## src/rtl/pwm_edge_logger.sv

```systemverilog
// PWM edge logger: snapshots enabled channel levels at session start/end and
// timestamps every level change in between into a first-word-fallthrough record FIFO.
// Optional macro PWM_LOG_OVF_COUNT_EN adds an 8-bit saturating dropped-edge counter (ovf_cnt).
module pwm_edge_logger #(
  parameter int CH    = 4,
  parameter int TS_W  = 24,
  parameter int DEPTH = 16,
  localparam int CH_W = (CH > 1) ? $clog2(CH) : 1
) (
  input  logic            clk,
  input  logic            rst,
  input  logic [CH-1:0]   pwm_in,
  input  logic [CH-1:0]   ch_mask,
  input  logic [TS_W-1:0] win_len,
  input  logic            arm,
  output logic            busy,
  output logic            done,
  output logic            out_valid,
  input  logic            out_ready,
  output logic [TS_W-1:0] out_ts,
  output logic [CH_W-1:0] out_ch,
  output logic            out_level,
  output logic            overflow
`ifdef PWM_LOG_OVF_COUNT_EN
  ,
  output logic [7:0]      ovf_cnt
`endif
);

  localparam int AW    = $clog2(DEPTH);
  localparam int REC_W = TS_W + CH_W + 1;

  localparam logic [1:0] S_IDLE  = 2'd0;
  localparam logic [1:0] S_INIT  = 2'd1;
  localparam logic [1:0] S_CAPT  = 2'd2;
  localparam logic [1:0] S_FINAL = 2'd3;

  localparam logic [CH_W-1:0] LAST_IDX = CH_W'(CH - 1);
  localparam logic [AW:0]     FULL_CNT = (AW + 1)'(DEPTH);

  logic [1:0]       state_q, state_d;
  logic [CH_W-1:0]  idx_q, idx_d;
  logic [TS_W-1:0]  cnt_q, cnt_d;
  logic [CH-1:0]    mask_q;
  logic [TS_W-1:0]  win_q;
  logic [CH-1:0]    pwm_q, prev_q;
  logic [CH-1:0]    pend_v_q, pend_v_d;
  logic [TS_W-1:0]  pend_ts_q [CH];
  logic [CH-1:0]    pend_lvl_q;
  logic             overflow_q;
  logic             done_q, done_d;

  logic [REC_W-1:0] mem [DEPTH];
  logic [AW-1:0]    wr_ptr_q, rd_ptr_q;
  logic [AW:0]      fill_q;
  logic [REC_W-1:0] rd_rec;

  logic             fifo_full, fifo_empty, pop, can_push, push, advance;
  logic [REC_W-1:0] push_rec;
  logic [CH-1:0]    edge_raw, new_edge, drop_vec, cand, load_pend;
  logic             win_found;
  logic [CH_W-1:0]  win_idx;

`ifdef PWM_LOG_OVF_COUNT_EN
  logic [7:0] ovf_cnt_q;

  function automatic logic [7:0] sat_add8(input logic [7:0] acc, input logic [CH-1:0] hits);
    int sum;
    sum = int'(acc) + $countones(hits);
    return (sum > 255) ? 8'd255 : sum[7:0];
  endfunction

  assign ovf_cnt = ovf_cnt_q;
`endif

  assign fifo_full  = (fill_q == FULL_CNT);
  assign fifo_empty = (fill_q == '0);
  assign pop        = !fifo_empty && out_ready;
  // A full FIFO still accepts a record in a cycle where its head leaves.
  assign can_push   = !fifo_full || pop;

  assign edge_raw = (state_q == S_CAPT) ? ((pwm_q ^ prev_q) & mask_q) : '0;
  assign new_edge = edge_raw & ~pend_v_q;
  assign drop_vec = edge_raw & pend_v_q;
  assign cand     = pend_v_q | new_edge;

  always_comb begin
    state_d   = state_q;
    idx_d     = idx_q;
    cnt_d     = cnt_q;
    pend_v_d  = pend_v_q;
    load_pend = new_edge;
    push      = 1'b0;
    push_rec  = '0;
    done_d    = 1'b0;
    advance   = 1'b0;
    win_found = 1'b0;
    win_idx   = '0;
    for (int i = CH - 1; i >= 0; i--) begin
      if (cand[i]) begin
        win_found = 1'b1;
        win_idx   = CH_W'(i);
      end
    end

    case (state_q)
      S_IDLE: begin
        if (arm) begin
          state_d = S_INIT;
          idx_d   = '0;
        end
      end
      S_INIT: begin
        if (!mask_q[idx_q]) begin
          advance = 1'b1;
        end else if (can_push) begin
          push     = 1'b1;
          push_rec = {{TS_W{1'b0}}, idx_q, pwm_q[idx_q]};
          advance  = 1'b1;
        end
        if (advance) begin
          if (idx_q == LAST_IDX) begin
            idx_d   = '0;
            cnt_d   = '0;
            state_d = (win_q == '0) ? S_FINAL : S_CAPT;
          end else begin
            idx_d = idx_q + CH_W'(1);
          end
        end
      end
      S_CAPT: begin
        cnt_d = cnt_q + TS_W'(1);
        if (cnt_q == win_q - TS_W'(1)) begin
          state_d = S_FINAL;
          idx_d   = '0;
        end
      end
      default: begin
        // Closing snapshot waits until every pending edge has reached the FIFO.
        if (pend_v_q == '0) begin
          if (!mask_q[idx_q]) begin
            advance = 1'b1;
          end else if (can_push) begin
            push     = 1'b1;
            push_rec = {win_q, idx_q, pwm_q[idx_q]};
            advance  = 1'b1;
          end
          if (advance) begin
            if (idx_q == LAST_IDX) begin
              idx_d   = '0;
              state_d = S_IDLE;
              done_d  = 1'b1;
            end else begin
              idx_d = idx_q + CH_W'(1);
            end
          end
        end
      end
    endcase

    if ((state_q == S_CAPT || state_q == S_FINAL) && win_found && can_push) begin
      push = 1'b1;
      if (pend_v_q[win_idx]) begin
        push_rec          = {pend_ts_q[win_idx], win_idx, pend_lvl_q[win_idx]};
        pend_v_d[win_idx] = 1'b0;
      end else begin
        push_rec           = {cnt_q, win_idx, pwm_q[win_idx]};
        load_pend[win_idx] = 1'b0;
      end
    end
    pend_v_d = pend_v_d | load_pend;
  end

  // Control state
  always_ff @(posedge clk) begin
    if (rst) begin
      state_q    <= S_IDLE;
      idx_q      <= '0;
      cnt_q      <= '0;
      mask_q     <= '0;
      win_q      <= '0;
      pend_v_q   <= '0;
      overflow_q <= 1'b0;
      done_q     <= 1'b0;
      wr_ptr_q   <= '0;
      rd_ptr_q   <= '0;
      fill_q     <= '0;
`ifdef PWM_LOG_OVF_COUNT_EN
      ovf_cnt_q  <= '0;
`endif
    end else begin
      state_q  <= state_d;
      idx_q    <= idx_d;
      cnt_q    <= cnt_d;
      pend_v_q <= pend_v_d;
      done_q   <= done_d;
      if (state_q == S_IDLE && arm) begin
        mask_q     <= ch_mask;
        win_q      <= win_len;
        overflow_q <= 1'b0;
`ifdef PWM_LOG_OVF_COUNT_EN
        ovf_cnt_q  <= '0;
`endif
      end else if (|drop_vec) begin
        overflow_q <= 1'b1;
`ifdef PWM_LOG_OVF_COUNT_EN
        ovf_cnt_q  <= sat_add8(ovf_cnt_q, drop_vec);
`endif
      end
      if (push) wr_ptr_q <= wr_ptr_q + AW'(1);
      if (pop)  rd_ptr_q <= rd_ptr_q + AW'(1);
      case ({push, pop})
        2'b10:   fill_q <= fill_q + (AW + 1)'(1);
        2'b01:   fill_q <= fill_q - (AW + 1)'(1);
        default: fill_q <= fill_q;
      endcase
    end
  end

  // Datapath registers
  always_ff @(posedge clk) begin
    pwm_q  <= pwm_in;
    prev_q <= pwm_q;
    if (push) mem[wr_ptr_q] <= push_rec;
    for (int i = 0; i < CH; i++) begin
      if (load_pend[i]) begin
        pend_ts_q[i]  <= cnt_q;
        pend_lvl_q[i] <= pwm_q[i];
      end
    end
  end

  assign rd_rec    = mem[rd_ptr_q];
  assign out_valid = !fifo_empty;
  assign out_ts    = out_valid ? rd_rec[REC_W-1 -: TS_W] : '0;
  assign out_ch    = out_valid ? rd_rec[CH_W:1] : '0;
  assign out_level = out_valid ? rd_rec[0] : 1'b0;
  assign busy      = (state_q != S_IDLE);
  assign done      = done_q;
  assign overflow  = overflow_q;

endmodule

```

## config.mk

```make
export PLATFORM = sky130hd
export DESIGN_NAME = pwm_edge_logger
export DESIGN_NICKNAME = d
export VERILOG_FILES = /design/src/rtl/pwm_edge_logger.sv
export SDC_FILE = /design/constraint.sdc
export NUM_CORES = 1
export LEC_CHECK = 0
export ABC_CLOCK_PERIOD_IN_PS = 8200
export BUFFER_PORTS_ARGS = -buffer_cell sky130_fd_sc_hd__buf_4
export CAP_MARGIN = 30
export CORE_MARGIN = 1.5
export CORE_UTILIZATION = 40
export CTS_CLUSTER_DIAMETER = 30
export DETAILED_ROUTE_END_ITERATION = 10
export HOLD_SLACK_MARGIN = 0.08
export PLACE_DENSITY = 0.58
export SYNTH_ARGS = -nofsm -noshare
export SYNTH_HDL_FRONTEND = slang
export SYNTH_SLANG_ARGS = --single-unit
export TNS_END_PERCENT = 30
```

## constraint.sdc

```tcl
create_clock -name clk -period 8.2 [get_ports clk]
set_clock_uncertainty 0.05 [all_clocks]
set_input_delay 1.23 -clock clk [delete_from_list [all_inputs] [get_ports clk]]
set_output_delay 1.23 -clock clk [all_outputs]
set_load 0.02 [all_outputs]
```

==> summary.txt, run 1 <==
CTS root buffer = clkbuf_16
combinational fraction of design power = 11.0%
Pwr Density = 295 nW/um2
top post-synthesis cells by area = edfxtp_1 63%, mux4_2 12%, dfxtp_1 6.8%
top-count cell post-synth = edfxtp_1
first-pass GRT wire length = 90,600 um
P_sw = 2.27 mW
Initial Util = 40.4%
number of global-route vias before repair = 14,648
Placed Area = 27,300 um2
Max H-tree Level = 3
Reg clk slew, reported paths = 0.05 ns
CORE AREA = 63,000 um2
Vias = 14,003
CP required = 6.92 ns
IO Pins = 67
Worst VDD drop = 0.152 mV
Rel. slew slack = 31.5%
Hold Crit Class = reg -> reg
GRT Total Usage = 18.9%
Final Wtd Congestion = 0.841
Synth async-reset ratio = 0%
final worst-path cycle share = 58.6%
WHS Path Cells = 0
Post-Syn Area = 25,400 um2
setup total negative slack = 0 ns
reg2reg path depth = 10
post-synthesis mux area share = 13.8%
FP Rows = 92
RSZ-0062 raised after global routing = false
MaxCap Viol Count = 0
share of Yosys cell area claimed by the top area cell type = 62.8%
Final Max Slew Viols = 0
# diodes = 0
CP Buf/Inv Count = 3
# hold bufs at CTS = 0
FMAX = 208 MHz
outcome = finished clean
CTS tree = yes
WS Path Type = reg -> out
Tmin final = 4.81 ns
TritonCTS Buffers = 116
max incr delay on CP = 0.65 ns
initial antenna violation count = 0
final wirelength = 60,000 um
fin nets = 1,674
Crit-path slowest cell = buf_4
Setup Buffers After CTS = 0
clk_lat worst skew = 0.66 ns
Synth Area in Simple Gates = 6.23%
number of synthesized register bits = 619
die area = 65,100 um2
adder-cell share of the synthesized area = 0.964%
grt total ovfl = 0
Worst EP arrival = 3.53 ns
largest net degree at the start of global routing = 109
CP endpoint kind = output port
average wire per cell in the routed design = 23.4 um
DIE HEIGHT = 255 um
vias per cell = 5.45
commonest cells in the netlist = 532 x edfxtp_1, 136 x mux4_2, 89 x nand2_1
Die Span X = 255 um
post-synth cell types = 73
Post-route DRC = 0
sequential fraction of the synthesis area = 69.6%
crit path cell chain = buf_16 -> buf_4 -> mux4_2 -> mux4_2 -> and2_1 -> buf_4
Compound-Gate Fraction of Synth Area = 5.22%
post-synthesis cell type with the largest combined area = edfxtp_1
CTS-repair resized insts = 0
worst slew pin tran = 1.03 ns
Reg power frac = 38.4%
largest family of logic cells by synthesized area = multiplexers
DPL Wire Length = 35,300 um
PortBufs = 66
1st-iter DRT viols = 1,103
Synth Area per Inst = 17.2 um2
Top FF cell, synth = edfxtp_1
Syn Nets = 1,537
Pre-antenna DRT Iters = 5
final setup fails = 0
number of routed nets with antenna violations = 0
cell internal pwr = 6.95 mW
CP startpoint kind = flop
Post-Synth XOR/XNOR Area = 2.33%
crit-path max FO = 50
Clk network pwr share = 50.6%
area grow syn2layout = 22.7%
LEAKAGE = 11.2 nW
clk buf depth = 3
Post-synth EDFFs = 532
Final Cell Area = 31,200 um2
share of cells above drive strength 1 = 29.3%
WP depth = 6
switching portion of total power = 24.7%
yosys warns = 0
Top Family by Delay on Critical Path = buffers and inverters
cells after synthesis = 1,482
clk sink count = 619
Final Hold Vio Count = 0
[per-layer routing]
layer	vias up	GRT usage, %	part of all wire [%]
li1	6214	-	-
met1	7299	25.5	44
met2	395	31.2	49
met3	95	3.76	4.8
met4	0	5.55	1.9
met5	-	0	0
[logic make-up after synthesis]
family | count (synthesis)
xor gates and xnor gates | 66
and+or+nand+nor | 307
adders and majority gates | 19
muxes | 169
DFF | 619
buffers and inverters | 102
AOI/OAI and AO/OA | 200
[power by group through the flow]
stage / logic [mW] / registers (mW) / clock network, mW
2_1_floorplan: 0.747 / 3.55 / 0
3_3_place_gp: 1.01 / 3.60 / 0
3_5_place_dp: 1.03 / 3.60 / 0
4_1_cts: 1.04 / 3.54 / 4.74
5_1_grt: 1.12 / 3.55 / 4.88
6_report: 1.02 / 3.54 / 4.67
[registers in the layout, summed over array words and instances, names as in the netlist, 5 cells and up, named ones only]
register,flops
fill_q,5
pend_ts_q,96
win_q,24
cnt_q,24
mem,432
[final timing paths]
check	end	slack (ns)	startpoint
worst max register to register	pend_lvl_q[0]	3.63	state_q[0]
worst min-delay path	prev_q[3]	0.39	pwm_q[3]
worst min register to register	prev_q[3]	0.39	pwm_q[3]
worst max-delay path	out_ts[1]	3.39	flop
[metrics by stage]
| stage | hold WS, ns | util [%] | std cells | power [mW] | setup slack [ns] |
|---|---|---|---|---|---|
| global route | 0.404 | 49.6 | 2568 | 9.55 | 3.27 |
| CTS | 0.388 | 49.6 | 2568 | 9.32 | 3.34 |
| floorplan | 0.326 | - | 1482 | 4.30 | 3.72 |
| detailed placement | 0.382 | 43.3 | 2347 | 4.63 | 3.63 |
| finish | 0.391 | 49.6 | 2568 | 9.23 | 3.39 |
| global placement | 0.387 | 42.8 | 2332 | 4.61 | 3.73 |
[area by class of cell]
type	count	area, um2
clock buffers	136	3030
clock inverters	85	922
fillers	5239	31700
inverters	18	67.6
multi-input cells	761	7420
flip-flops and latches	619	17700
well taps	846	1060
repair buffers	103	1000
[cells in the final DEF (no fill, tap or decap), types with 23 or more instances in the layout]
cell and instances:
edfxtp_1 532, o21ai_1 24, dfxtp_1 83, nand2_1 89
and2_1 32, nand3_1 23, a21oi_1 76, mux4_2 136
a222oi_1 25, xor2_1 35, clkbuf_16 117, buf_4 87
nor2_1 55, a21o_1 28, xnor2_1 30
Power figures use the tool's default switching activity.
==> run 2: changes to the inputs <==
--- a/config.mk
+++ b/config.mk
@@ -5,7 +5,7 @@
 export SDC_FILE = /design/constraint.sdc
 export NUM_CORES = 1
 export LEC_CHECK = 0
-export ABC_CLOCK_PERIOD_IN_PS = 8200
+export ABC_CLOCK_PERIOD_IN_PS = 4560
 export BUFFER_PORTS_ARGS = -buffer_cell sky130_fd_sc_hd__buf_4
 export CAP_MARGIN = 30
 export CORE_MARGIN = 1.5
==> constraint.sdc (replaced) <==
create_clock -name clk -period 4.56 [get_ports clk]
set_clock_uncertainty 0.05 [all_clocks]
set_input_delay 0.684 -clock clk [delete_from_list [all_inputs] [get_ports clk]]
set_output_delay 0.684 -clock clk [all_outputs]
set_load 0.02 [all_outputs]
==> summary.txt, run 2 (synthesized netlist as in run 1, its figures left out) <==
crit path cell chain = inv_1 -> ha_1 -> a31oi_1 -> a21o_1 -> buf_12 -> mux2_4 -> a222oi_1 -> a21oi_1 -> a21o_1
DP Worst Slack = 0.581 ns (-3.05 ns)
Rel. slew slack = 30.9% (-0.61 points)
# diodes = 0 (unchanged)
most common cell after layout, fill and taps aside = edfxtp_1
CTS tree = yes
Tmin final = 4.05 ns
max incr delay on CP = 0.81 ns (+0.16 ns)
outcome = finished clean
Vias = 13,923 (-0.57%)
die area = 65,100 um2 (unchanged)
GRT Total Usage = 19.0% (+0.11 points)
Pre-antenna DRT Iters = 7 (+2)
fin nets = 1,688 (+0.84%)
placed instance count = 2,357 (+0.43%)
# hold bufs at CTS = 4 (+4)
CP startpoint kind = flop
cell mode on critical path = a21o_1
Setup Buffers After CTS = 0 (unchanged)
vias per cell = 5.40 (-1.0%)
share of cells above drive strength 1 = 30.6% (+1.3 points)
RSZ-0062 raised after global routing = false
Die Span X = 255 um (unchanged)
biggest regs = mem x432, pend_ts_q x96
crit-path max FO = 16 (-68%)
CTS root buffer = clkbuf_16
grt total ovfl = 0 (unchanged)
CP required = 4.81 ns (-2.11 ns)
CORE AREA = 63,000 um2 (unchanged)
FMAX = 247 MHz
Pwr Density = 537 nW/um2 (+82%)
LEAKAGE = 11.3 nW (+0.95%)
PortBufs = 66 (unchanged)
WS Path Type = reg -> reg
Layout Utilization = 49.8% (+0.16 points)
final worst-path cycle share = 88.8%
clk sink count = 619 (unchanged)
Final Max Slew Viols = 0 (unchanged)
Final Hold Vio Count = 0 (unchanged)
final wirelength = 59,900 um (-0.10%)
average wire per cell in the routed design = 23.2 um (-0.53%)
first-pass GRT wire length = 91,200 um (+0.65%)
Reg clk slew, reported paths = 0.05 ns (about the same)
Layout Cells excl Fill = 2,579 (+0.43%)
clk buf depth = 3 (unchanged)
initial antenna violation count = 0 (unchanged)
Most flops, register = mem
TritonCTS Buffers = 116 (unchanged)
Post-route DRC = 0 (unchanged)
setup total negative slack = 0 ns (unchanged)
number of routed nets with antenna violations = 0 (unchanged)
FP Rows = 92 (unchanged)
DPL Wire Length = 34,800 um (-1.6%)
1st-iter DRT viols = 1,091 (-1.1%)
Final Wtd Congestion = 0.843 (+0.13%)
CP endpoint kind = flop
final setup fails = 0 (unchanged)
largest net degree at the start of global routing = 54 (-50%)
area grow syn2layout = 23.1%
Worst VDD drop = 0.326 mV (+110%)
worst slew pin tran = 1.03 ns (+0.00529 ns)
Max H-tree Level = 3 (unchanged)
DIE HEIGHT = 255 um (unchanged)
MaxCap Viol Count = 0 (unchanged)
CTS-repair resized insts = 0 (unchanged)
Worst EP arrival = 4.30 ns (+0.77 ns)
Worst Slack Setup Final = 0.512 ns (-2.88 ns)
number of global-route vias before repair = 14,647 (-0.0068%)
Initial Util = 40.4% (unchanged)
max reg flops = 432 (unchanged)
clk_lat worst skew = 0.65 ns (about the same)
most frequent cells in the layout = 532 x edfxtp_1, 136 x mux4_2, 117 x clkbuf_16, 101 x buf_4, 89 x nand2_1
Crit-path slowest cell = a21o_1
IO Pins = 67 (unchanged)
Hold Crit Class = in -> reg
-- run 2: cell types whose count changed in the layout (fill, tap and decap cells not counted), moves of 3 or more --
cell and change:
buf_4 +14, clkinv_1 -12, clkinv_2 +10, clkbuf_1 -7, buf_16 -4, clkinv_4 -4, dlygate4sd3_1 +4, bufinv_16 +3
clkinv_16 -3, inv_8 +3
-- run 2: final cells by class --
class | instances | area, um2
repair buffers | 117 | 1030
clock buffers | 128 | 2990
multi-input cells | 761 | 7420
clock inverters | 90 | 1030
inverters | 18 | 67.6
well taps | 846 | 1060
flip-flops and latches | 619 | 17700
fillers | 5224 | 31600
-- run 2: path summary, 6_finish.rpt --
kind | startpoint | to | slack, ns | cells after the start
max | state_q[0] | mem[9][19] | 0.51 | 9
min | ch_mask[1] | mask_q[1] | 0.23 | 3
max reg2reg | state_q[0] | mem[9][19] | 0.51 | 9
min reg2reg | pwm_q[1] | prev_q[1] | 0.35 | 0
-- run 2: through the flow --
stage | cell area [um2] | hold WS, ns | power [mW]
6_report | 31300 | 0.231 | 16.8
5_1_grt | 31300 | 0.218 | 17.4
4_1_cts | 31300 | 0.199 | 17.0
3_5_place_dp | 27300 | 0.350 | 8.37
3_3_place_gp | 27200 | 0.350 | 8.34
2_1_floorplan | 25400 | 0.326 | 7.73
-- run 2: power by group --
part           switching (mW)  leakage, nW  total [mW]  internal [mW]
combinational           0.997         3.12        1.81          0.816
clock                    2.91         1.95        8.58           5.67
sequential              0.206         6.19        6.42           6.21
total                    4.12         11.3        16.8           12.7
-- run 2: layer usage --
metal / GRT usage [%] / wire (um)
met5: 0 / 0
met4: 6.97 / 1370
met3: 3.38 / 3010
met2: 31.7 / 29700
met1: 25.1 / 25900
-- run 2: worst max-delay path: cells and delay by family (launching register included) --
kind	cells	cell delay (ns)
buffers and inverters	2	0.37
multiplexers	1	0.31
adder cells (fa/ha/maj)	1	0.43
AO/OA/AOI/OAI	5	2.10
flip-flops	1	0.41
==> run 3: changes to the inputs <==
==> constraint.sdc (replaced) <==
create_clock -name clk -period 4.56 [get_ports clk]
set_clock_uncertainty 0.05 [all_clocks]
set_input_delay 0.684 -clock clk [delete_from_list [all_inputs] [get_ports clk]]
set_output_delay 0.684 -clock clk [all_outputs]
set_load 0.01 [all_outputs]
==> summary.txt, run 3 (synthesized netlist as in run 1, its figures left out) <==
PortBufs = 66 (unchanged)
CP endpoint kind = flop
share of cells above drive strength 1 = 30.5% (-0.035 points)
Hold Crit Class = in -> reg
number of routed nets with antenna violations = 0 (unchanged)
Final Max Slew Viols = 0 (unchanged)
CP Buf/Inv Count = 4 (+2)
initial antenna violation count = 2 (+2)
die area = 65,100 um2 (unchanged)
Worst EP arrival = 4.53 ns (+0.23 ns)
Layout Utilization = 49.7% (about the same)
final wirelength = 60,400 um (+0.67%)
Reg power frac = 38.5% (+0.3 points)
FP Rows = 92 (unchanged)
GRT Total Usage = 19.1% (about the same)
Vias = 14,021 (+0.70%)
Placed Area = 27,300 um2 (unchanged)
most common cell after layout, fill and taps aside = edfxtp_1
Tmin final = 4.01 ns (-0.0343 ns)
first-pass GRT wire length = 91,300 um (+0.16%)
clk_lat worst skew = 0.66 ns (about the same)
Die Span X = 255 um (unchanged)
RSZ-0062 raised after global routing = false
setup total negative slack = 0 ns (unchanged)
Final Cell Area = 31,300 um2 (about the same)
DIE HEIGHT = 255 um (unchanged)
Post-route DRC = 0 (unchanged)
average wire per cell in the routed design = 23.4 um (+0.55%)
Min Hold Slack = 0.230 ns (-0.000431 ns)
crit path cell chain = inv_1 -> ha_1 -> a31oi_1 -> and3_1 -> a21oi_2 -> or2_2 -> inv_1 -> ha_1 -> inv_1 -> fa_1 -> inv_1 -> a21o_1 -> a21oi_1 -> xnor2_1 -> or3_1 -> a21oi_1
grt total ovfl = 0 (unchanged)
combinational fraction of design power = 10.5% (-0.3 points)
1st-iter DRT viols = 1,047 (-4.0%)
CORE AREA = 63,000 um2 (unchanged)
Initial Util = 40.4% (unchanged)
placed instance count = 2,357 (unchanged)
final setup fails = 0 (unchanged)
FMAX = 249 MHz (+0.85%)
P_sw = 4.07 mW (-1.1%)
Most flops, register = mem
switching portion of total power = 24.4% (-0.048 points)
LEAKAGE = 11.2 nW (-0.24%)
cell internal pwr = 12.6 mW (-0.89%)
CP startpoint kind = flop
Rel. slew slack = 37.0% (+6.1 points)
Crit-path slowest cell = a31oi_1
clk sink count = 619 (unchanged)
Layout Cells excl Fill = 2,582 (+0.12%)
biggest regs = mem x432, pend_ts_q x96
most frequent cells in the layout = 532 x edfxtp_1, 136 x mux4_2, 115 x clkbuf_16, 101 x buf_4, 89 x nand2_1
worst slew pin tran = 0.945 ns (-0.0884 ns)
Final Hold Vio Count = 0 (unchanged)
Reg clk slew, reported paths = 0.04 ns (about the same)
fin nets = 1,687 (-0.059%)
max incr delay on CP = 0.52 ns (-0.29 ns)
cell mode on critical path = inv_1
TritonCTS Buffers = 115 (-0.86%)
outcome = finished clean
largest net degree at the start of global routing = 54 (unchanged)
MaxCap Viol Count = 0 (unchanged)
number of global-route vias before repair = 14,728 (+0.55%)
Pre-antenna DRT Iters = 5 (-2)
vias per cell = 5.43 (+0.59%)
Top Family by Delay on Critical Path = adder cells
CTS root buffer = clkbuf_16
DPL Wire Length = 35,100 um (+0.90%)
final worst-path cycle share = 88.0% (-0.75 points)
IO Pins = 67 (unchanged)
clk buf depth = 3 (unchanged)
crit-path max FO = 16 (unchanged)
Pwr Density = 532 nW/um2 (-0.91%)
Final Wtd Congestion = 0.845 (+0.28%)
Worst VDD drop = 0.327 mV (+0.32%)
CTS tree = yes
CP required = 5.07 ns (+0.26 ns)
max reg flops = 432 (unchanged)
Clk network pwr share = 51.0% (about the same)
Max H-tree Level = 3 (unchanged)
r2r setup slk = 0.55 ns (+0.03 ns)
area grow syn2layout = 23.1% (about the same)
WS Path Type = reg -> reg
run 3: layout make-up:
cell class,instances,area [um2]
fill,5196,31700
sequential,619,17700
multi-input combinational,761,7420
clock buffer,126,2950
tap,846,1060
clock inverter,94,1050
timing repair buffer,117,1030
inverter,18,67.6
antenna,1,2.50
run 3: path summary, 6_finish.rpt:
path,start,end,cells after the start
setup / recovery,state_q[0],fill_q[4],16
hold / removal,win_len[2],win_q[2],3
setup reg to reg,state_q[0],fill_q[4],16
hold reg to reg,pwm_q[1],prev_q[1],0
run 3: power by group through the flow:
stage | sequential (mW) | clock (mW) | combinational (mW)
finish | 6.41 | 8.49 | 1.75
global route | 6.43 | 8.89 | 1.91
CTS | 6.42 | 8.62 | 1.78
detailed placement | 6.52 | 0 | 1.77
global placement | 6.52 | 0 | 1.75
floorplan | 6.39 | 0 | 1.27
run 3: per-layer routing:
| metal | routed length [um] | vias to the layer above | global-route usage (%) |
|---|---|---|---|
| met5 | 0 | - | 0 |
| met4 | 1260 | 0 | 6.29 |
| met3 | 3520 | 91 | 3.21 |
| met2 | 30200 | 439 | 32.3 |
| met1 | 25400 | 7254 | 25.0 |
| li1 | - | 6237 | - |
run 3: what timing repair did:
item,4_1_cts,5_1_grt
hold buffers,4,0
endpoints found under the hold margin,4,0
setup buffers,0,0
endpoints found under the setup margin,0,0
resized for setup,0,0
run 3: stage by stage:
step	setup WS [ns]	power, mW
final	0.546	16.7
after global routing	0.292	17.2
after CTS	0.547	16.8
after detailed placement	0.586	8.30
after global placement	0.708	8.26
after floorplan	0.446	7.65
run 3: tightest hold or removal path, cell delays in order:
cell	delay [ns]
buf_4	0.11
nand2_1	0.04
a21oi_1	0.05
